===== src/rtl/mem_ctrl_hs.sv =====
// ---------------------------------------------------------------------------
// mem_ctrl_hs -- handshaked CPU memory-control stage.
//
// Accepts one decoded instruction per op_valid/op_ready transfer. ADR and
// ALU/PC ops complete in one cycle and write back through reg_data/reg_we.
// LDR/STR run a req/ack transaction on the unified memory port with wait
// states. A transaction that waits too long is aborted with a one-cycle
// err pulse. The program counter lives here.
//
// Ports:
//   Clk, Reset       rising-edge clock, synchronous active-low reset
//   op_valid/ready   instruction handshake (ready only in IDLE)
//   op_code          1100 ADR, 1101 LDR, 1110 STR, anything else ALU/PC op
//   SR1, SR2         source operands (ADR data / address, store data)
//   alu_result       ALU result for write-back
//   mem_req/rw/addr/wdata   memory request side (rw: 1=read, 0=write)
//   mem_rdata/ack    memory response side (ack is a one-cycle strobe)
//   reg_data/reg_we  register write-back, reg_we is a one-cycle pulse
//   pc               program counter
//   err              one-cycle timeout pulse
// ---------------------------------------------------------------------------

// Protocol invariants of the controller outputs, kept apart from the datapath.
module mem_ctrl_hs_chk #(
    parameter int DATA_W = 32,
    parameter int ADDR_W = 8
) (
    input logic              Clk,
    input logic              Reset,
    input logic              op_ready,
    input logic              mem_req,
    input logic              mem_rw,
    input logic [ADDR_W-1:0] mem_addr,
    input logic [DATA_W-1:0] mem_wdata,
    input logic              reg_we,
    input logic              err
);

    // A timeout never produces a write-back in the same cycle.
    a_no_we_with_err: assert property (@(posedge Clk) disable iff (!Reset)
        !(reg_we && err));

    // The controller is ready exactly when no request is outstanding.
    a_ready_vs_req: assert property (@(posedge Clk) disable iff (!Reset)
        op_ready == !mem_req);

    // While a request stays up, its command fields do not move.
    a_req_stable: assert property (@(posedge Clk) disable iff (!Reset)
        (mem_req && $past(mem_req)) |->
            ($stable(mem_addr) && $stable(mem_rw) && $stable(mem_wdata)));

    // err is a single-cycle pulse.
    a_err_pulse: assert property (@(posedge Clk) disable iff (!Reset)
        err |=> !err);

endmodule

module mem_ctrl_hs #(
    parameter int                DATA_W   = 32,
    parameter int                ADDR_W   = 8,
    parameter logic [ADDR_W-1:0] PC_RESET = '0,
    parameter int                WAIT_MAX = 15
) (
    input  logic              Clk,
    input  logic              Reset,
    input  logic              op_valid,
    output logic              op_ready,
    input  logic [3:0]        op_code,
    input  logic [DATA_W-1:0] SR1,
    input  logic [DATA_W-1:0] SR2,
    input  logic [DATA_W-1:0] alu_result,
    output logic              mem_req,
    output logic              mem_rw,
    output logic [ADDR_W-1:0] mem_addr,
    output logic [DATA_W-1:0] mem_wdata,
    input  logic [DATA_W-1:0] mem_rdata,
    input  logic              mem_ack,
    output logic [DATA_W-1:0] reg_data,
    output logic              reg_we,
    output logic [ADDR_W-1:0] pc,
    output logic              err
);

    localparam logic [3:0] OP_ADR = 4'b1100;
    localparam logic [3:0] OP_LDR = 4'b1101;
    localparam logic [3:0] OP_STR = 4'b1110;

    // Counter only has to reach WAIT_MAX; the transaction ends on that cycle.
    localparam int               CNT_W     = $clog2(WAIT_MAX + 1);
    localparam logic [CNT_W-1:0] WAIT_LAST = CNT_W'(WAIT_MAX);

    typedef enum logic [0:0] {
        ST_IDLE = 1'b0,
        ST_MEM  = 1'b1
    } state_t;

    state_t            state_r;
    logic [CNT_W-1:0]  wait_cnt_r;
    logic              accept_s;
    logic [ADDR_W-1:0] pc_inc_s;
    logic              unused_sr1_hi_s;

    // Only the low ADDR_W bits of SR1 form a memory address.
    assign unused_sr1_hi_s = ^SR1[DATA_W-1:ADDR_W];

    // Ready is decoded straight from the state register (no extra cycle).
    assign op_ready = (state_r == ST_IDLE);
    assign accept_s = op_valid & op_ready;
    // Natural ADDR_W-bit wrap from all-ones to zero.
    assign pc_inc_s = pc + ADDR_W'(1);

    // Controller FSM with all outputs registered alongside the state.
    always_ff @(posedge Clk) begin
        if (!Reset) begin
            state_r    <= ST_IDLE;
            wait_cnt_r <= '0;
            pc         <= PC_RESET;
            mem_req    <= 1'b0;
            mem_rw     <= 1'b1;
            mem_addr   <= '0;
            mem_wdata  <= '0;
            reg_data   <= '0;
            reg_we     <= 1'b0;
            err        <= 1'b0;
        end else begin
            // Strobes default low; only a completing op raises them.
            reg_we <= 1'b0;
            err    <= 1'b0;
            case (state_r)
                ST_IDLE: begin
                    if (accept_s) begin
                        case (op_code)
                            OP_ADR: begin
                                reg_data <= SR1;
                                reg_we   <= 1'b1;
                            end
                            OP_LDR: begin
                                mem_req    <= 1'b1;
                                mem_rw     <= 1'b1;
                                mem_addr   <= SR1[ADDR_W-1:0];
                                wait_cnt_r <= '0;
                                state_r    <= ST_MEM;
                            end
                            OP_STR: begin
                                mem_req    <= 1'b1;
                                mem_rw     <= 1'b0;
                                mem_addr   <= SR1[ADDR_W-1:0];
                                mem_wdata  <= SR2;
                                wait_cnt_r <= '0;
                                state_r    <= ST_MEM;
                            end
                            default: begin
                                // ALU/PC op: write back and step the PC; the
                                // memory address follows the PC for fetch.
                                reg_data <= alu_result;
                                reg_we   <= 1'b1;
                                pc       <= pc_inc_s;
                                mem_addr <= pc_inc_s;
                                mem_rw   <= 1'b1;
                            end
                        endcase
                    end else begin
                        state_r <= ST_IDLE;
                    end
                end
                ST_MEM: begin
                    // Ack is tested first so it wins over a coincident timeout.
                    // mem_rw still identifies the op: read means LDR.
                    if (mem_ack) begin
                        mem_req <= 1'b0;
                        state_r <= ST_IDLE;
                        if (mem_rw) begin
                            reg_data <= mem_rdata;
                            reg_we   <= 1'b1;
                        end else begin
                            reg_we <= 1'b0;
                        end
                    end else if (wait_cnt_r == WAIT_LAST) begin
                        mem_req <= 1'b0;
                        err     <= 1'b1;
                        state_r <= ST_IDLE;
                    end else begin
                        wait_cnt_r <= wait_cnt_r + CNT_W'(1);
                    end
                end
                default: begin
                    // Unreachable encoding: drop any request and recover.
                    mem_req <= 1'b0;
                    state_r <= ST_IDLE;
                end
            endcase
        end
    end

    mem_ctrl_hs_chk #(
        .DATA_W (DATA_W),
        .ADDR_W (ADDR_W)
    ) u_chk (
        .Clk       (Clk),
        .Reset     (Reset),
        .op_ready  (op_ready),
        .mem_req   (mem_req),
        .mem_rw    (mem_rw),
        .mem_addr  (mem_addr),
        .mem_wdata (mem_wdata),
        .reg_we    (reg_we),
        .err       (err)
    );

endmodule


===== config.mk =====
export PLATFORM = sky130hd
export DESIGN_NAME = mem_ctrl_hs
export DESIGN_NICKNAME = d
export VERILOG_FILES = /design/src/rtl/mem_ctrl_hs.sv
export SDC_FILE = /design/constraint.sdc
export NUM_CORES = 1
export LEC_CHECK = 0
export CORE_UTILIZATION = 39
export DETAILED_ROUTE_END_ITERATION = 8
export PLACE_DENSITY = 0.8
export SLEW_MARGIN = 10
export SYNTH_ARGS = -nofsm -noshare
export SYNTH_HDL_FRONTEND = slang
export SYNTH_SLANG_ARGS = --single-unit

===== constraint.sdc =====
create_clock -name Clk -period 1.82 [get_ports Clk]
set_input_delay 0.182 -clock Clk [delete_from_list [all_inputs] [get_ports Clk]]
set_output_delay 0.182 -clock Clk [all_outputs]
set_load 0.03 [all_outputs]

==> flow_metrics.env, run 1 <==
export IMPL_reg2reg_depth=4
export IMPL_numClockSinks=89
export IMPL_first_pass_iters=5
export IMPL_filler_cells=835
export IMPL_final_net_count=851
export IMPL_placedInstanceArea_um2=6480
export IMPL_ys_seq_area_share_pct=43.8
export IMPL_io_pin_count=221
export IMPL_synth_avg_cell_area_um2=8.23
export IMPL_max_slew_margin_rel_pct=74.3
export IMPL_drt_iter0_markers=223
export IMPL_whs_endpoint="mem_wdata[24]$_SDFFE_PN0P_"
export IMPL_grt_pass1_vias=4424
export IMPL_postCtsSetupBuffers=0
export IMPL_route_antenna_remaining_nets=0
export IMPL_layout_area_overhead_vs_synth_pct=63.8
export IMPL_timing_worst_slew_pin_value_ns=0.384
export IMPL_endpoint_of_the_most_critical_register_to_register_path="mem_addr[7]$_SDFFE_PN0P_"
export IMPL_clk_insertion_delay_late_ns=0.34
export IMPL_rows=36
export IMPL_layout_cells_non_filler=851
export IMPL_ir_drop_uv=366
export IMPL_share_comb_of_total_power_pct=23.1
export IMPL_globalRouteTotalUtil_pct=24.3
export IMPL_post_cts_hold_buffer_count=0
export IMPL_yosys_warnings=0
export IMPL_hpwl_after_detailed_placement_um=9850
export IMPL_path_cells="clkdlybuf4s50_1"
export IMPL_synthesis_area_um2=4070
export IMPL_status="complete, no violations"
export IMPL_cts_repair_resize_count=1
export IMPL_power_sequential_fraction_pct=48.4
export IMPL_clock_skew_ns=0.0103
export IMPL_power_leakage_nw=2.41
export IMPL_critPathMaxStageDelay_ns=0.73
export IMPL_r2r_setup_slack_ns=0.19
export IMPL_fin_area_um2=6660
export IMPL_report_final_hold_viol_count=0
export IMPL_drive_above_1_share_pct=6.82
export IMPL_drv_cap=0
export IMPL_async_flop_share_pct=0
export IMPL_timing_critical_path_fanout_max=7
export IMPL_fin_util_pct=66.9
export IMPL_remaining_overflow_grt=0
export IMPL_mappedNetlistNets=632
export IMPL_end_kind="output pin"
export IMPL_synth_edff_count=0
export IMPL_worstHoldStart="SR2[24]"
export IMPL_crit_slowest_cell="sky130_fd_sc_hd__clkdlybuf4s50_1"
export IMPL_netSwitchingPower_mw=1.18
export IMPL_vias_per_cell=5.18
export IMPL_core_area_um2=9950
export IMPL_finalWirelength_um=13200
export IMPL_antenna_diode_count=0
export IMPL_synthDominantAreaCellType="sky130_fd_sc_hd__dfxtp_1"
export IMPL_number_of_antenna_violations_at_the_first_check_in_global_routing=0
export IMPL_worstSetupStartpointType="flip-flop"
export IMPL_clk_pin_slew_worst_paths_ns=0.09
export IMPL_worst_path_required_time_ns=1.64
export IMPL_timing_worst_setup_path_type="reg2out"
export IMPL_synth_area_leaders="sky130_fd_sc_hd__dfxtp_1, sky130_fd_sc_hd__nand2_1, sky130_fd_sc_hd__a32o_1"
export IMPL_cts_max_path_buffers=2
export IMPL_tritoncts="done"
export IMPL_gpl_final_weighted_congestion=0.874
export IMPL_die_y_um=104
export IMPL_hold_depth=3
export IMPL_initial_utilization_pct=40.8
export IMPL_p_per_area_nw_per_um2=645
export IMPL_post_route_min_period_ns=1.75
export IMPL_fp_dieArea_um2=10800
export IMPL_synth_seq_cells=89
export IMPL_dp_cells=835
export IMPL_postSynthCellCount=494
export IMPL_portBuffers=220
export IMPL_source_of_the_worst_register_to_register_timing_path="pc[2]$_SDFFE_PN0P_"
export IMPL_drt_wirelength_per_cell_um=15.5
export IMPL_fmaxAchievable_ghz=0.571
export IMPL_synthDistinctLibCells=43
export IMPL_rsz_0062_raised_after_global_routing="no"
export IMPL_critical_path_n_buffers_inverters=1
export IMPL_timing_critical_path_max_delay_family="buffers and inverters"
export IMPL_remaining_drc_errors=0
export IMPL_min_delay_path_class="in2reg"
export IMPL_dr_total_vias=4407
export IMPL_finalMaxSlewViolations=0
export IMPL_report_final_setup_viol=0
export IMPL_fin_crit_sh_pct=96.2
export IMPL_netlist_area_leader_share_pct=43.8
export IMPL_die_width_um=104
export IMPL_share_of_total_power_in_the_clock_network_pct=28.5
export IMPL_dominant_synthesized_flop_cell="sky130_fd_sc_hd__dfxtp_1"
export IMPL_power_switching_fraction_pct=27.6
export IMPL_timing_critical_path_arrival_ns=1.57
export IMPL_internal_power_mw=3.11
export IMPL_htreeDepth=3
export IMPL_clock_tree_root_cell="sky130_fd_sc_hd__clkbuf_8"
export IMPL_first_pass_grt_wire_length_um=21300
export IMPL_grt_start_max_net_pins=34
export IMPL_cts_buffers_inserted=9
==> layer usage <==
layer | global-route usage, % | up-vias | wire (um) | share of wire (%)
met5 | 0 | - | 0 | 0
met4 | 10.5 | 0 | 362 | 2.7
met3 | 4.26 | 27 | 768 | 5.8
met2 | 44.5 | 185 | 6690 | 51
met1 | 27.5 | 2047 | 5350 | 41
li1 | - | 2148 | - | -
==> cell usage in the layout, fill, tap and decap left out, types with 3 or more instances in the layout <==
| master | synthesis | final |
|---|---|---|
| sky130_fd_sc_hd__clkbuf_8 | 0 | 10 |
| sky130_fd_sc_hd__nor2_1 | 13 | 13 |
| sky130_fd_sc_hd__a222oi_1 | 4 | 4 |
| sky130_fd_sc_hd__dfxtp_1 | 89 | 89 |
| sky130_fd_sc_hd__nand3_1 | 44 | 44 |
| sky130_fd_sc_hd__a21oi_1 | 38 | 38 |
| sky130_fd_sc_hd__nand2b_1 | 35 | 35 |
| sky130_fd_sc_hd__xor2_1 | 3 | 3 |
| sky130_fd_sc_hd__buf_12 | 3 | 6 |
| sky130_fd_sc_hd__o21ai_0 | 5 | 5 |
| sky130_fd_sc_hd__nand2_1 | 139 | 139 |
| sky130_fd_sc_hd__buf_4 | 0 | 19 |
| sky130_fd_sc_hd__a32o_1 | 32 | 32 |
| sky130_fd_sc_hd__a211oi_1 | 3 | 3 |
| sky130_fd_sc_hd__clkdlybuf4s50_1 | 0 | 219 |
| sky130_fd_sc_hd__xnor2_1 | 9 | 9 |
| sky130_fd_sc_hd__inv_1 | 3 | 3 |
| sky130_fd_sc_hd__nor3_1 | 6 | 6 |
==> worst max path at each step <==
| stage | cells past startpoint | slack [ns] | to | start |
|---|---|---|---|---|
| finish | 1 | 0.07 | pc[5] | pc[5]$_SDFFE_PN0P_ |
| global route | 1 | 0.02 | pc[5] | pc[5]$_SDFFE_PN0P_ |
| CTS | 1 | 0.05 | pc[5] | pc[5]$_SDFFE_PN0P_ |
| detailed placement | 6 | -0.06 | mem_addr[1]$_SDFFE_PN0P_ | op_valid |
| global placement | 7 | 0.05 | pc[3]$_SDFFE_PN0P_ | op_code[0] |
| floorplan | 5 | 0.11 | pc[6]$_SDFFE_PN0P_ | pc[0]$_SDFFE_PN0P_ |
==> logic make-up (layout without fill, tap and decap cells) <==
| group | Yosys count | in the layout | synth area share, % |
|---|---|---|---|
| mux | 2 | 2 | 0.492 |
| fa+ha+maj | 2 | 2 | 0.615 |
| flops | 89 | 89 | 43.8 |
| simple gates | 253 | 253 | 28.7 |
| xor+xnor | 13 | 13 | 2.99 |
| compound gates | 94 | 94 | 17.7 |
| buf+inv | 41 | 265 | 5.72 |
==> state kept, by name, summed over array words and instances, names as in the netlist <==
signal / count
mem_addr: 8
err: 1
reg_we: 1
state_r: 1
wait_cnt_r: 4
mem_wdata: 32
pc: 8
mem_req: 1
reg_data: 32
mem_rw: 1
==> power groups by stage <==
stage	clock, mW	sequential, mW	combinational [mW]
final	1.22	2.08	0.994
after global routing	1.36	2.09	1.05
after CTS	1.27	2.08	0.997
after detailed placement	0	2.12	0.993
after global placement	0	2.12	0.978
after floorplan	0	2.28	0.290
==> stage by stage <==
step	hold slack, ns	power (mW)	setup slack (ns)	setup TNS (ns)
final	0.376	4.29	0.0688	0
after global routing	0.370	4.50	0.0180	0
after CTS	0.359	4.35	0.0464	0
after detailed placement	0.447	3.11	-0.0564	-0.104
after global placement	0.441	3.10	0.0506	0
after floorplan	0.254	2.57	0.108	0
==> final cells by class <==
cell class                 count  area [um2]  area share [%]
inverter                       4        15.0           0.226
sequential                    89        1780            26.8
tap                          133         166            2.50
clock inverter                 4        28.8           0.432
timing repair buffer         245        2460            37.0
multi-input combinational    364        2060            30.9
clock buffer                  12         145            2.18
==> synthesized netlist by cell type, types with 2 or more instances <==
master and number:
sky130_fd_sc_hd__a211oi_1 3, sky130_fd_sc_hd__a21oi_1 38, sky130_fd_sc_hd__a21oi_2 2, sky130_fd_sc_hd__a222oi_1 4, sky130_fd_sc_hd__a22oi_1 2, sky130_fd_sc_hd__a31oi_1 2
sky130_fd_sc_hd__a32o_1 32, sky130_fd_sc_hd__and3_1 2, sky130_fd_sc_hd__buf_12 3, sky130_fd_sc_hd__buf_2 18, sky130_fd_sc_hd__clkbuf_1 14, sky130_fd_sc_hd__dfxtp_1 89
sky130_fd_sc_hd__ha_1 2, sky130_fd_sc_hd__inv_1 3, sky130_fd_sc_hd__mux2i_1 2, sky130_fd_sc_hd__nand2_1 139, sky130_fd_sc_hd__nand2b_1 35, sky130_fd_sc_hd__nand3_1 44
sky130_fd_sc_hd__nand4_1 2, sky130_fd_sc_hd__nor2_1 13, sky130_fd_sc_hd__nor2b_1 2, sky130_fd_sc_hd__nor3_1 6, sky130_fd_sc_hd__o21a_1 2, sky130_fd_sc_hd__o21ai_0 5
sky130_fd_sc_hd__or3_1 2, sky130_fd_sc_hd__xnor2_1 9, sky130_fd_sc_hd__xor2_1 3
No activity file was read; power rests on OpenSTA's default activity.
==> run 2: changes to the inputs <==
- CTS_BUF_LIST: not set -> sky130_fd_sc_hd__clkbuf_8 sky130_fd_sc_hd__clkbuf_16
- CTS_CLUSTER_SIZE: not set -> 24
- SYNTH_HIERARCHICAL: not set -> 1
==> run 2 against run 1 <==
Sequential cell count unchanged. Maximum frequency barely moved. First-iteration DRC count is 0.90% higher.
==> flow_metrics.env, run 2 <==
export IMPL_status="complete, no violations"
export IMPL_report_final_setup_viol=0
export IMPL_report_final_hold_viol_count=0
export IMPL_layout_cells_non_filler=851
export IMPL_dp_cells=835
export IMPL_max_slew_margin_rel_pct=74.3
export IMPL_timing_worst_slew_pin_value_ns=0.384
export IMPL_fp_dieArea_um2=10800
export IMPL_synth_edff_count=0
export IMPL_drive_above_1_share_pct=6.82
export IMPL_antenna_diode_count=0
export IMPL_timing_critical_path_arrival_ns=1.57
export IMPL_mappedNetlistNets=632
export IMPL_cts_max_path_buffers=2
export IMPL_globalRouteTotalUtil_pct=24.3
export IMPL_die_width_um=104
export IMPL_reg2reg_depth=5
export IMPL_number_of_antenna_violations_at_the_first_check_in_global_routing=0
export IMPL_final_cell_mix="sky130_fd_sc_hd__clkdlybuf4s50_1, sky130_fd_sc_hd__nand2_1, sky130_fd_sc_hd__dfxtp_1, sky130_fd_sc_hd__nand3_1, sky130_fd_sc_hd__a21oi_1"
export IMPL_clk_insertion_delay_late_ns=0.34
export IMPL_source_of_the_worst_register_to_register_timing_path="pc[0]$_SDFFE_PN0P_"
export IMPL_min_delay_path_class="in2reg"
export IMPL_synthesis_area_um2=4070
export IMPL_grt_pass1_vias=4424
export IMPL_die_y_um=104
export IMPL_drt_iter0_markers=225
export IMPL_synthDominantAreaCellType="sky130_fd_sc_hd__dfxtp_1"
export IMPL_path_cells="clkdlybuf4s50_1"
export IMPL_first_pass_iters=5
export IMPL_remaining_overflow_grt=0
export IMPL_final_net_count=851
export IMPL_dr_total_vias=4418
export IMPL_worstSetupStartpointType="flip-flop"
export IMPL_async_flop_share_pct=0
export IMPL_fin_worst_hold_slack_ns=0.375
export IMPL_fmaxAchievable_ghz=0.571
export IMPL_layout_area_overhead_vs_synth_pct=63.8
export IMPL_remaining_drc_errors=0
export IMPL_synth_seq_cells=89
export IMPL_drv_cap=0
export IMPL_rows=36
export IMPL_setup_worst_path_end="pc[5]"
export IMPL_synth_avg_cell_area_um2=8.23
export IMPL_first_pass_grt_wire_length_um=21300
export IMPL_p_per_area_nw_per_um2=643
export IMPL_r2r_setup_slack_ns=0.19
export IMPL_critPathMaxStageDelay_ns=0.73
export IMPL_rsz_0062_raised_after_global_routing="no"
export IMPL_endpoint_of_the_most_critical_register_to_register_path="pc[6]$_SDFFE_PN0P_"
export IMPL_portBuffers=220
export IMPL_fin_crit_sh_pct=96.2
export IMPL_clock_tree_root_cell="sky130_fd_sc_hd__clkbuf_8"
export IMPL_post_route_min_period_ns=1.75
export IMPL_synthMostInstantiatedCell="sky130_fd_sc_hd__nand2_1"
export IMPL_synthDistinctLibCells=43
export IMPL_cts_buffers_inserted=9
export IMPL_yosys_warnings=6
export IMPL_timing_worst_setup_path_type="reg2out"
export IMPL_synth_common_cells="sky130_fd_sc_hd__nand2_1, sky130_fd_sc_hd__dfxtp_1, sky130_fd_sc_hd__nand3_1"
export IMPL_layout_cells_most_common="sky130_fd_sc_hd__clkdlybuf4s50_1"
export IMPL_htreeDepth=3
export IMPL_numClockSinks=89
export IMPL_critical_path_n_buffers_inverters=1
export IMPL_reg_top3="mem_wdata (32), reg_data (32)"
export IMPL_gpl_final_weighted_congestion=0.874
export IMPL_power_leakage_nw=2.42
export IMPL_grt_start_max_net_pins=34
export IMPL_io_pin_count=221
export IMPL_hpwl_after_detailed_placement_um=9850
export IMPL_tritoncts="done"
export IMPL_fin_util_pct=66.9
export IMPL_drt_wirelength_per_cell_um=15.5
export IMPL_filler_cells=835
export IMPL_finalMaxSlewViolations=0
export IMPL_synth_area_leaders="sky130_fd_sc_hd__dfxtp_1, sky130_fd_sc_hd__nand2_1, sky130_fd_sc_hd__a32o_1"
export IMPL_finalSetupTns_ns=0
export IMPL_clock_skew_ns=0.0107
export IMPL_crit_slowest_cell="sky130_fd_sc_hd__clkdlybuf4s50_1"
export IMPL_ys_seq_area_share_pct=43.8
export IMPL_vias_per_cell=5.19
export IMPL_netlist_area_leader_share_pct=43.8
export IMPL_totalPowerFinal_mw=4.28
export IMPL_dominant_synthesized_flop_cell="sky130_fd_sc_hd__dfxtp_1"
export IMPL_timing_critical_path_max_delay_family="buffers and inverters"
export IMPL_hold_depth=3
export IMPL_route_antenna_remaining_nets=0
export IMPL_initial_utilization_pct=40.8
export IMPL_worst_setup_path_startpoint="pc[5]$_SDFFE_PN0P_"
export IMPL_critical_path_depth_in_cells=1
export IMPL_end_kind="output pin"
export IMPL_postSynthCellCount=494
export IMPL_timing_critical_path_fanout_max=7
export IMPL_core_area_um2=9950
export IMPL_ir_drop_uv=366
export IMPL_finalWirelength_um=13200
export IMPL_clk_pin_slew_worst_paths_ns=0.09
export IMPL_worst_path_required_time_ns=1.64
-- run 2: cell types whose count changed in the layout (fill, tap and decap cells not counted) --
cell / change
sky130_fd_sc_hd__clkbuf_1: -2
sky130_fd_sc_hd__inv_1: +2
-- run 2: repair_timing --
action / CTS / global route
resized for setup: 1 / 0
setup buffers: 0 / 0
hold buffers: 0 / 0
endpoints found under the setup margin: 1 / 0
-- run 2: logic make-up after synthesis --
group / share of synthesized area, %
AND/OR/NAND/NOR: 28.7
multiplexers: 0.492
buffers and inverters: 5.72
flip-flops: 43.8
AO/OA/AOI/OAI: 17.7
XOR/XNOR: 2.99
adder cells (fa/ha/maj): 0.615
-- run 2: metrics by stage --
| step | area, um2 | worst slack (ns) |
|---|---|---|
| 3_5_place_dp | 6480 | -0.0564 |
| 5_1_grt | 6660 | 0.0178 |
| 3_3_place_gp | 6480 | 0.0506 |
| 2_1_floorplan | 4070 | 0.108 |
| 4_1_cts | 6660 | 0.0460 |
| 6_report | 6660 | 0.0684 |
-- run 2: worst min-delay path by stage --
stage | from | to | slack, ns
6_report | SR2[24] | mem_wdata[24]$_SDFFE_PN0P_ | 0.38
5_1_grt | SR2[24] | mem_wdata[24]$_SDFFE_PN0P_ | 0.37
4_1_cts | SR2[24] | mem_wdata[24]$_SDFFE_PN0P_ | 0.36
3_5_place_dp | mem_wdata[30]$_SDFFE_PN0P_ | mem_wdata[30]$_SDFFE_PN0P_ | 0.45
3_3_place_gp | mem_wdata[26]$_SDFFE_PN0P_ | mem_wdata[26]$_SDFFE_PN0P_ | 0.44
2_1_floorplan | Reset | mem_rw$_SDFFE_PN1P_ | 0.25
-- run 2: area by class of cell --
class	count	area, um2	area share, %
multi-input cells	364	2060	30.9
repair buffers	245	2460	37.0
inverters	4	15.0	0.226
well taps	133	166	2.50
clock inverters	6	36.3	0.545
flip-flops and latches	89	1780	26.8
clock buffers	10	138	2.07
-- run 2: power by group --
group          internal [mW]  leakage [nW]  total, mW  switching, mW
sequential              2.03         0.725       2.08         0.0478
combinational          0.545          1.60      0.993          0.448
clock                  0.525        0.0909       1.21          0.687
-- run 2: layer usage --
metal | track usage (%) | up-vias | part of all wire [%]
met5 | 0 | - | 0
met3 | 4.26 | 27 | 6.2
met1 | 27.5 | 2054 | 40
li1 | - | 2149 | -
met4 | 10.5 | 0 | 2.8
met2 | 44.5 | 188 | 51
==> run 3: changes to the inputs <==
- CORE_ASPECT_RATIO: not set -> 0.5
- clock period: 1.82 -> 2 ns (I/O delays scaled with it)
==> run 3 against run 2 <==
Worst hold slack better by 0.029 ns. Worst setup slack better by 0.19 ns. Clock-buffer cell count unchanged. Register-to-register slack gained 0.17 ns. Largest cell class unchanged. Largest power group unchanged.
==> flow_metrics.env, run 3 (same netlist as run 2, synthesis figures left out) <==
export IMPL_rows=25
export IMPL_fp_dieArea_um2=10900
export IMPL_power_leakage_nw=2.43
export IMPL_grt_pass1_vias=4321
export IMPL_tritoncts="done"
export IMPL_globalRouteTotalUtil_pct=23.6
export IMPL_r2r_setup_slack_ns=0.36
export IMPL_source_of_the_worst_register_to_register_timing_path="pc[0]$_SDFFE_PN0P_"
export IMPL_final_net_count=845
export IMPL_worst_setup_path_startpoint="pc[5]$_SDFFE_PN0P_"
export IMPL_clock_skew_ns=0.00976
export IMPL_grt_start_max_net_pins=34
export IMPL_rsz_0062_raised_after_global_routing="no"
export IMPL_finalWirelength_um=13000
export IMPL_report_final_hold_viol_count=0
export IMPL_die_width_um=146
export IMPL_critical_path_depth_in_cells=1
export IMPL_numClockSinks=89
export IMPL_crit_slowest_cell="sky130_fd_sc_hd__clkdlybuf4s50_1"
export IMPL_clk_insertion_delay_late_ns=0.34
export IMPL_cts_repair_resize_count=0
export IMPL_remaining_drc_errors=0
export IMPL_setup_worst_path_end="pc[5]"
export IMPL_totalPowerFinal_mw=4.40
export IMPL_die_y_um=74.2
export IMPL_dr_total_vias=4407
export IMPL_layout_cells_most_common="sky130_fd_sc_hd__clkdlybuf4s50_1"
export IMPL_fmaxAchievable_ghz=0.575
export IMPL_antenna_diode_count=0
export IMPL_htreeDepth=3
export IMPL_timing_critical_path_arrival_ns=1.54
export IMPL_timing_critical_path_max_delay_family="buffers and inverters"
export IMPL_hpwl_after_detailed_placement_um=9270
export IMPL_fin_crit_sh_pct=87.0
export IMPL_clk_pin_slew_worst_paths_ns=0.07
export IMPL_cts_max_path_buffers=2
export IMPL_initial_utilization_pct=41.5
export IMPL_clock_tree_root_cell="sky130_fd_sc_hd__clkbuf_16"
export IMPL_layout_area_overhead_vs_synth_pct=65.3
export IMPL_filler_cells=851
export IMPL_end_kind="output pin"
export IMPL_final_cell_mix="sky130_fd_sc_hd__clkdlybuf4s50_1, sky130_fd_sc_hd__nand2_1, sky130_fd_sc_hd__dfxtp_1, sky130_fd_sc_hd__nand3_1, sky130_fd_sc_hd__a21oi_1"
export IMPL_gpl_final_weighted_congestion=0.828
export IMPL_timing_worst_slew_pin_value_ns=0.450
export IMPL_number_of_antenna_violations_at_the_first_check_in_global_routing=0
export IMPL_finalSetupTns_ns=0
export IMPL_first_pass_grt_wire_length_um=20600
export IMPL_p_per_area_nw_per_um2=655
export IMPL_drt_wirelength_per_cell_um=15.3
export IMPL_endpoint_of_the_most_critical_register_to_register_path="pc[6]$_SDFFE_PN0P_"
export IMPL_post_cts_hold_buffer_count=0
export IMPL_route_antenna_remaining_nets=0
export IMPL_critPathMaxStageDelay_ns=0.74
export IMPL_fin_util_pct=68.6
export IMPL_path_cells="clkdlybuf4s50_1"
export IMPL_reg2reg_depth=5
export IMPL_timing_critical_path_fanout_max=7
export IMPL_post_route_min_period_ns=1.74
export IMPL_io_pin_count=221
export IMPL_cts_buffers_inserted=9
export IMPL_status="complete, no violations"
export IMPL_report_final_setup_viol=0
export IMPL_drv_cap=0
export IMPL_reg_top3="mem_wdata (32), reg_data (32)"
export IMPL_max_slew_margin_rel_pct=70.0
export IMPL_portBuffers=220
export IMPL_hold_depth=3
export IMPL_first_pass_iters=5
export IMPL_worst_path_required_time_ns=1.80
export IMPL_remaining_overflow_grt=0
export IMPL_drt_iter0_markers=267
export IMPL_core_area_um2=9790
export IMPL_postCtsSetupBuffers=0
export IMPL_critical_path_n_buffers_inverters=1
export IMPL_timing_worst_setup_path_type="reg2out"
export IMPL_worstSetupStartpointType="flip-flop"
export IMPL_vias_per_cell=5.20
export IMPL_min_delay_path_class="in2reg"
export IMPL_ir_drop_uv=444
export IMPL_drive_above_1_share_pct=6.32
export IMPL_finalMaxSlewViolations=0
==> run 3: worst min path at each step <==
stage	startpoint	endpoint	slack [ns]
6_report	SR2[13]	mem_wdata[13]$_SDFFE_PN0P_	0.40
5_1_grt	SR2[26]	mem_wdata[26]$_SDFFE_PN0P_	0.40
4_1_cts	SR2[22]	mem_wdata[22]$_SDFFE_PN0P_	0.40
3_5_place_dp	mem_addr[2]$_SDFFE_PN0P_	mem_addr[2]$_SDFFE_PN0P_	0.44
3_3_place_gp	mem_wdata[24]$_SDFFE_PN0P_	mem_wdata[24]$_SDFFE_PN0P_	0.44
2_1_floorplan	Reset	mem_rw$_SDFFE_PN1P_	0.27
==> run 3: power breakdown <==
| part | internal [mW] | switching [mW] |
|---|---|---|
| Combinational | 0.486 | 0.409 |
| Sequential | 1.85 | 0.0425 |
| Clock | 0.889 | 0.725 |
==> run 3: final cells by class <==
| type | instances | area (um2) | area share (%) |
|---|---|---|---|
| flip-flops and latches | 89 | 1780 | 26.5 |
| clock buffers | 10 | 239 | 3.56 |
| multi-input cells | 364 | 2060 | 30.6 |
| repair buffers | 239 | 2410 | 35.8 |
| inverters | 4 | 15.0 | 0.223 |
| clock inverters | 6 | 50.0 | 0.745 |
| well taps | 135 | 169 | 2.51 |
==> run 3: metal layers <==
| layer | global-route usage (%) | up-vias | share of wire, % | wire length [um] |
|---|---|---|---|---|
| li1 | - | 2140 | - | - |
| met2 | 44.4 | 160 | 50 | 6530 |
| met1 | 27.3 | 2097 | 42 | 5480 |
| met4 | 5.79 | 0 | 0.75 | 97 |
| met5 | 0 | - | 0 | 0 |
| met3 | 6.44 | 10 | 6.6 | 861 |
==> run 3: through the flow <==
step | hold WS, ns | cell area (um2) | worst slack (ns) | instances
floorplan | 0.272 | 4070 | 0.288 | 494
global placement | 0.440 | 6430 | 0.0878 | 831
detailed placement | 0.443 | 6430 | 0.0250 | 831
CTS | 0.396 | 6720 | 0.245 | 847
global route | 0.404 | 6720 | 0.199 | 847
finish | 0.404 | 6720 | 0.260 | 847
